===== config.mk =====
export PLATFORM = sky130hd
export DESIGN_NAME = tx_channel_arbiter
export DESIGN_NICKNAME = d
export VERILOG_FILES = /design/src/rtl/tx_channel_arbiter.sv
export SDC_FILE = /design/constraint.sdc
export NUM_CORES = 1
export LEC_CHECK = 0
export ABC_AREA = 1
export CAP_MARGIN = 40
export CORE_AREA = 2 2 65 67
export CTS_BUF_LIST = sky130_fd_sc_hd__clkbuf_4
export DETAILED_ROUTE_END_ITERATION = 8
export DIE_AREA = 0 0 67 69
export GPL_TIMING_DRIVEN = 0
export HOLD_SLACK_MARGIN = 0.06
export MAX_ROUTING_LAYER = met4
export PLACE_DENSITY = 0.85
export SYNTH_ARGS = -nofsm -noshare
export SYNTH_HDL_FRONTEND = slang
export SYNTH_SLANG_ARGS = --single-unit
export TNS_END_PERCENT = 30

===== constraint.sdc =====
create_clock -name ACLK -period 2 [get_ports ACLK]
set_input_delay 0.6 -clock ACLK [delete_from_list [all_inputs] [get_ports ACLK]]
set_output_delay 0.6 -clock ACLK [all_outputs]
set_load 0.01 [all_outputs]

===== src/rtl/tx_channel_arbiter.sv =====
// Round-robin arbiter sharing one TX_channel transmit path among NREQ burst requesters.
// A grant lasts until the grantee's last beat or MAX_BEATS accepted beats, whichever comes first.
module tx_channel_arbiter #(
  parameter int WIDTH     = 8,
  parameter int NREQ      = 4,
  parameter int MAX_BEATS = 16
) (
  input  logic                    ACLK,
  input  logic                    ARESETn,
  input  logic [NREQ-1:0]         req_valid,
  input  logic [NREQ*WIDTH-1:0]   req_data,
  input  logic [NREQ-1:0]         req_last,
  output logic [NREQ-1:0]         req_ready,
  output logic [WIDTH-1:0]        tx_data,
  output logic                    tx_en,
  input  logic                    tx_hold,
  output logic [$clog2(NREQ)-1:0] grant_id,
  output logic                    busy,
  output logic [7:0]              beat_count
);
  localparam int IDW = $clog2(NREQ);

  typedef enum logic [1:0] {IDLE, ARB, XFER} state_t;

  state_t         state;
  logic [IDW-1:0] ptr;
  logic [IDW-1:0] win_id;
  logic [IDW-1:0] next_ptr;
  logic           win_found;
  logic           g_valid;
  logic           g_last;
  logic           in_xfer;
  logic           accept;
  logic           rel_grant;
  logic [7:0]     beat_next;

  // Rotated priority search: walking k downward lets the lowest offset from ptr win.
  always_comb begin
    int             sum;
    logic [IDW-1:0] idx;
    sum       = 0;
    idx       = '0;
    win_found = 1'b0;
    win_id    = '0;
    for (int k = NREQ - 1; k >= 0; k--) begin
      sum = (int'(ptr) + k) % NREQ;
      idx = IDW'(sum);
      if (req_valid[idx]) begin
        win_found = 1'b1;
        win_id    = idx;
      end
    end
  end

  always_comb begin
    tx_data = req_data[WIDTH-1:0];
    g_valid = 1'b0;
    g_last  = 1'b0;
    for (int i = 0; i < NREQ; i++) begin
      if (grant_id == IDW'(i)) begin
        tx_data = req_data[i*WIDTH +: WIDTH];
        g_valid = req_valid[i];
        g_last  = req_last[i];
      end
    end
  end

  assign in_xfer   = (state == XFER);
  assign busy      = in_xfer;
  assign tx_en     = in_xfer & g_valid;
  assign accept    = tx_en & ~tx_hold;
  assign beat_next = beat_count + 8'd1;
  assign rel_grant = accept & (g_last | (beat_next == 8'(MAX_BEATS)));
  assign next_ptr  = (grant_id == IDW'(NREQ - 1)) ? '0 : grant_id + IDW'(1);

  always_comb begin
    req_ready = '0;
    for (int i = 0; i < NREQ; i++) begin
      if (grant_id == IDW'(i)) req_ready[i] = accept;
    end
  end

  // Control state: ptr moves only on release, grant_id only on a successful ARB.
  always_ff @(posedge ACLK or negedge ARESETn) begin
    if (!ARESETn) begin
      state      <= IDLE;
      ptr        <= '0;
      grant_id   <= '0;
      beat_count <= '0;
    end else begin
      case (state)
        IDLE: begin
          if (|req_valid) state <= ARB;
        end
        ARB: begin
          if (win_found) begin
            grant_id   <= win_id;
            beat_count <= '0;
            state      <= XFER;
          end else begin
            state <= IDLE;
          end
        end
        XFER: begin
          if (accept) begin
            beat_count <= beat_next;
            if (rel_grant) begin
              state <= IDLE;
              ptr   <= next_ptr;
            end
          end
        end
        default: state <= IDLE;
      endcase
    end
  end
endmodule


==> impl_metrics.toml <==
[status]
status = "finished, violations left"
violations = "negative setup slack"

[die]
die-area_sq_um = 4623
core_sq_um = 3914
rows = 23
ios = 67
die_height_um = 69
die_w_um = 67
start_util_pct = 37.60

[worst_setup_path]
worstPathRequired_ns = 1.40
reg2reg_slack_ns = 0.10
cp-startpoint = "grant_id[1]"
r2r_end = "beat_count[4]"
endpoint = "req_ready[2]"
crit_type = "reg -> out"
cp.arrival_ns = 1.79
critPathMaxFanout = 4
critPathLaunchType = "flip-flop"
reg2reg_from = "grant_id[0]"
worst_setup_path_end_kind = "output port"
rr_worst_depth = 13

[layout]
drive_above_1_share_pct = 29.41
instances_no_fill = 373
fill_cells = 342
syn_to_final_growth_pct = 65.82
diodes = 0
nets = 375

[sta]
finalSetupTns_ns = -4.208
fin_skew_ns = 0.005355
setup_viol = 13
layout_min_cycle_time_ns = 2.389
slew_headroom_pct = 57.04
fin_ws_ns = -0.3890
finalMaxSlewViolations = 0
fmax_mhz = 418.6
hold_viol = 0
worstMarginPinSlew_ns = 0.6423
hold_ws_ns = 0.5089
rsz0062_at_grt = "yes"
fin_crit_sh_pct = 119.5

[global_route]
grt_overflow = 0
first_global_vias = 1626
grt_pass1_wl_mm = 6.831
grt_max_degree = 15
grtUsageTotal_pct = 19.02
antenna_found_initial = 0

[logic_synthesis]
avgSynthCellArea_sq_um = 6.261
synth_edf_count = 0
ys_ff_latch = 14
synth_top_family_by_area = "simple AND/OR/NAND/NOR gates"
synth_cell_types = 25
synthArstFlopShare_pct = 100.0
syn_nets = 286
synthCells = 235
synth-seq-area-share_pct = 23.81
synthMuxAreaShare_pct = 0
synth-compound-area-share_pct = 17.77
ys_warn_count = 0
yosys.area_share.adder_pct = 6.803
synth-simple-area-share_pct = 40.05
yosysTopAreaCell = "dfrtp_1"
synth-xor-area-share_pct = 0.5952
ys.flop_type = "dfrtp_1"
synth.area.top_cells = "dfrtp_1, nand2_1, o21ai_0"
synth_top_area_share_pct = 23.81
syn_area_sq_um = 1471

[route]
drt_iter0_markers = 59
wl_per_cell_um = 12.53
vias_per_cell = 4.812
wl_mm = 4.674
dr.pass1.iters = 4
drtAntennaViolNets = 0
vias = 1795
drc = 0

[power]
p_comb_share_pct = 78.3
power.clock.fraction_pct = 6.1
ir_drop_mv = 0.6496
swShare_pct = 48.76
leakagePower_nw = 1.146
seqPwrFrac_pct = 15.6
internal_power_w = 0.001469
power_switching_w = 0.001397
power_density_nw_per_um2 = 1175

[cts]
cts_tree = "yes"
cts.clk_slew.worst_paths_ns = 0.09
clkLatencyLatePin_ns = 0.29
clockBufferDepth = 2
cts-buffers-inserted = 3
root_buffer = "clkbuf_4"
htreeDepth = 1
clkSinkCount = 14

[placed_design]
dp.cells = 351
hpwlAfterDp_mm = 3.378
routabilityCongestion = 0.8830
io_buffers = 66
pre_cts_slack_ns = -1.001

[min_path]
worstHoldPathType = "reg -> reg"

[flow_run]
cap_violations = 0
[worst min-delay path by stage]
stage,from,end,depth (start not counted)
after floorplan,ARESETn,beat_count[0],0
after global placement,state[0],state[0],2
after detailed placement,state[0],state[0],2
after CTS,state[0],state[0],2
after global routing,state[0],state[0],2
final,state[0],state[0],2
[cells by family (layout without fill, tap and decap cells)]
group,after synthesis,in the layout
AND/OR/NAND/NOR,133,133
flip-flops,14,14
adder cells (fa/ha/maj),8,8
AO/OA/AOI/OAI,43,43
XOR/XNOR,1,1
buffers and inverters,36,124
[state kept, by name (all words and copies together), names as in the netlist]
register,flops
beat_count,8
grant_id,2
ptr,2
state,2
[worst max-delay path, stage by stage, from the launching register on]
cell,delay (ns)
dfrtp_2,0.45
inv_4,0.09
ha_4,0.14
buf_6,0.10
nand2_2,0.05
nand2_2,0.09
nand2_2,0.06
o211ai_2,0.06
nand2_2,0.10
inv_2,0.08
nand2_4,0.06
nor2_2,0.09
buf_2,0.13
[through the flow]
| step | instance area, sq um | total power, W | util (%) |
|---|---|---|---|
| after floorplan | 1524 | 0.001728 | - |
| after global placement | 2247 | 0.002376 | 57.42 |
| after detailed placement | 2247 | 0.002429 | 57.42 |
| after CTS | 2361 | 0.002729 | 60.33 |
| after global routing | 2440 | 0.003118 | 62.34 |
| final | 2440 | 0.002866 | 62.34 |
[metal layers]
layer	routed length (um)	vias up	GRT usage, %
li1	-	921	-
met3	432	7	4.241
met5	0	-	-
met4	81	0	4.762
met1	1891	803	21.30
met2	2268	64	33.44
[area by class of cell]
type | count | area, sq um | area share (%)
plain buffers | 9 | 107.6 | 4.410
clock buffers | 3 | 22.52 | 0.9231
clock inverters | 1 | 3.754 | 0.1538
inverters | 27 | 108.9 | 4.462
multi-input cells | 185 | 1052 | 43.13
flip-flops and latches | 14 | 354.1 | 14.51
well taps | 50 | 62.56 | 2.564
repair buffers | 84 | 728.2 | 29.85
[repair_timing]
| item | 4_1_cts | 5_1_grt |
|---|---|---|
| hold buffers | 0 | 0 |
| endpoints found under the setup margin | 14 | 16 |
| buffers inserted | 8 | 9 |
| resized for setup | 86 | 11 |
| pin swaps | 7 | 5 |
| endpoints found under the hold margin | 0 | 0 |
| cloned | 1 | 0 |
[synth_stat cells, types with 2 or more instances]
cell type   n
buf_2       3
inv_1      27
o21ai_0    27
nor2_1     15
clkbuf_1    2
o21ai_2     6
buf_6       2
dfrtp_1    14
o21ai_1     2
ha_1        8
a21oi_1     5
nand3_2     2
buf_4       2
nand3_1    18
nand2_1    85
nand2_4     2
nand2_2     6
nor2_2      2
[power by group through the flow]
stage	Combinational (W)	Clock, W	Sequential, W
finish	0.00225	0.000175	0.000446
global route	0.00248	0.000189	0.000454
floorplan	0.00128	0	0.000449
detailed placement	0.00198	0	0.000452
CTS	0.00210	0.000177	0.000450
global placement	0.00193	0	0.000449
[cell usage in the layout, fill, tap and decap left out, drive strengths merged]
cell / n
nand3b: 1
inv: 27
dfrtp: 14
nand2: 93
a21oi: 5
clkbuf: 5
xor2: 1
nand3: 20
clkinv: 1
ha: 8
o21bai: 1
dlygate4sd2: 6
buf: 39
clkdlybuf4s50: 46
o211ai: 2
o21ai: 35
nor4: 1
nor2: 18
No activity file was read; power rests on OpenSTA's default activity.
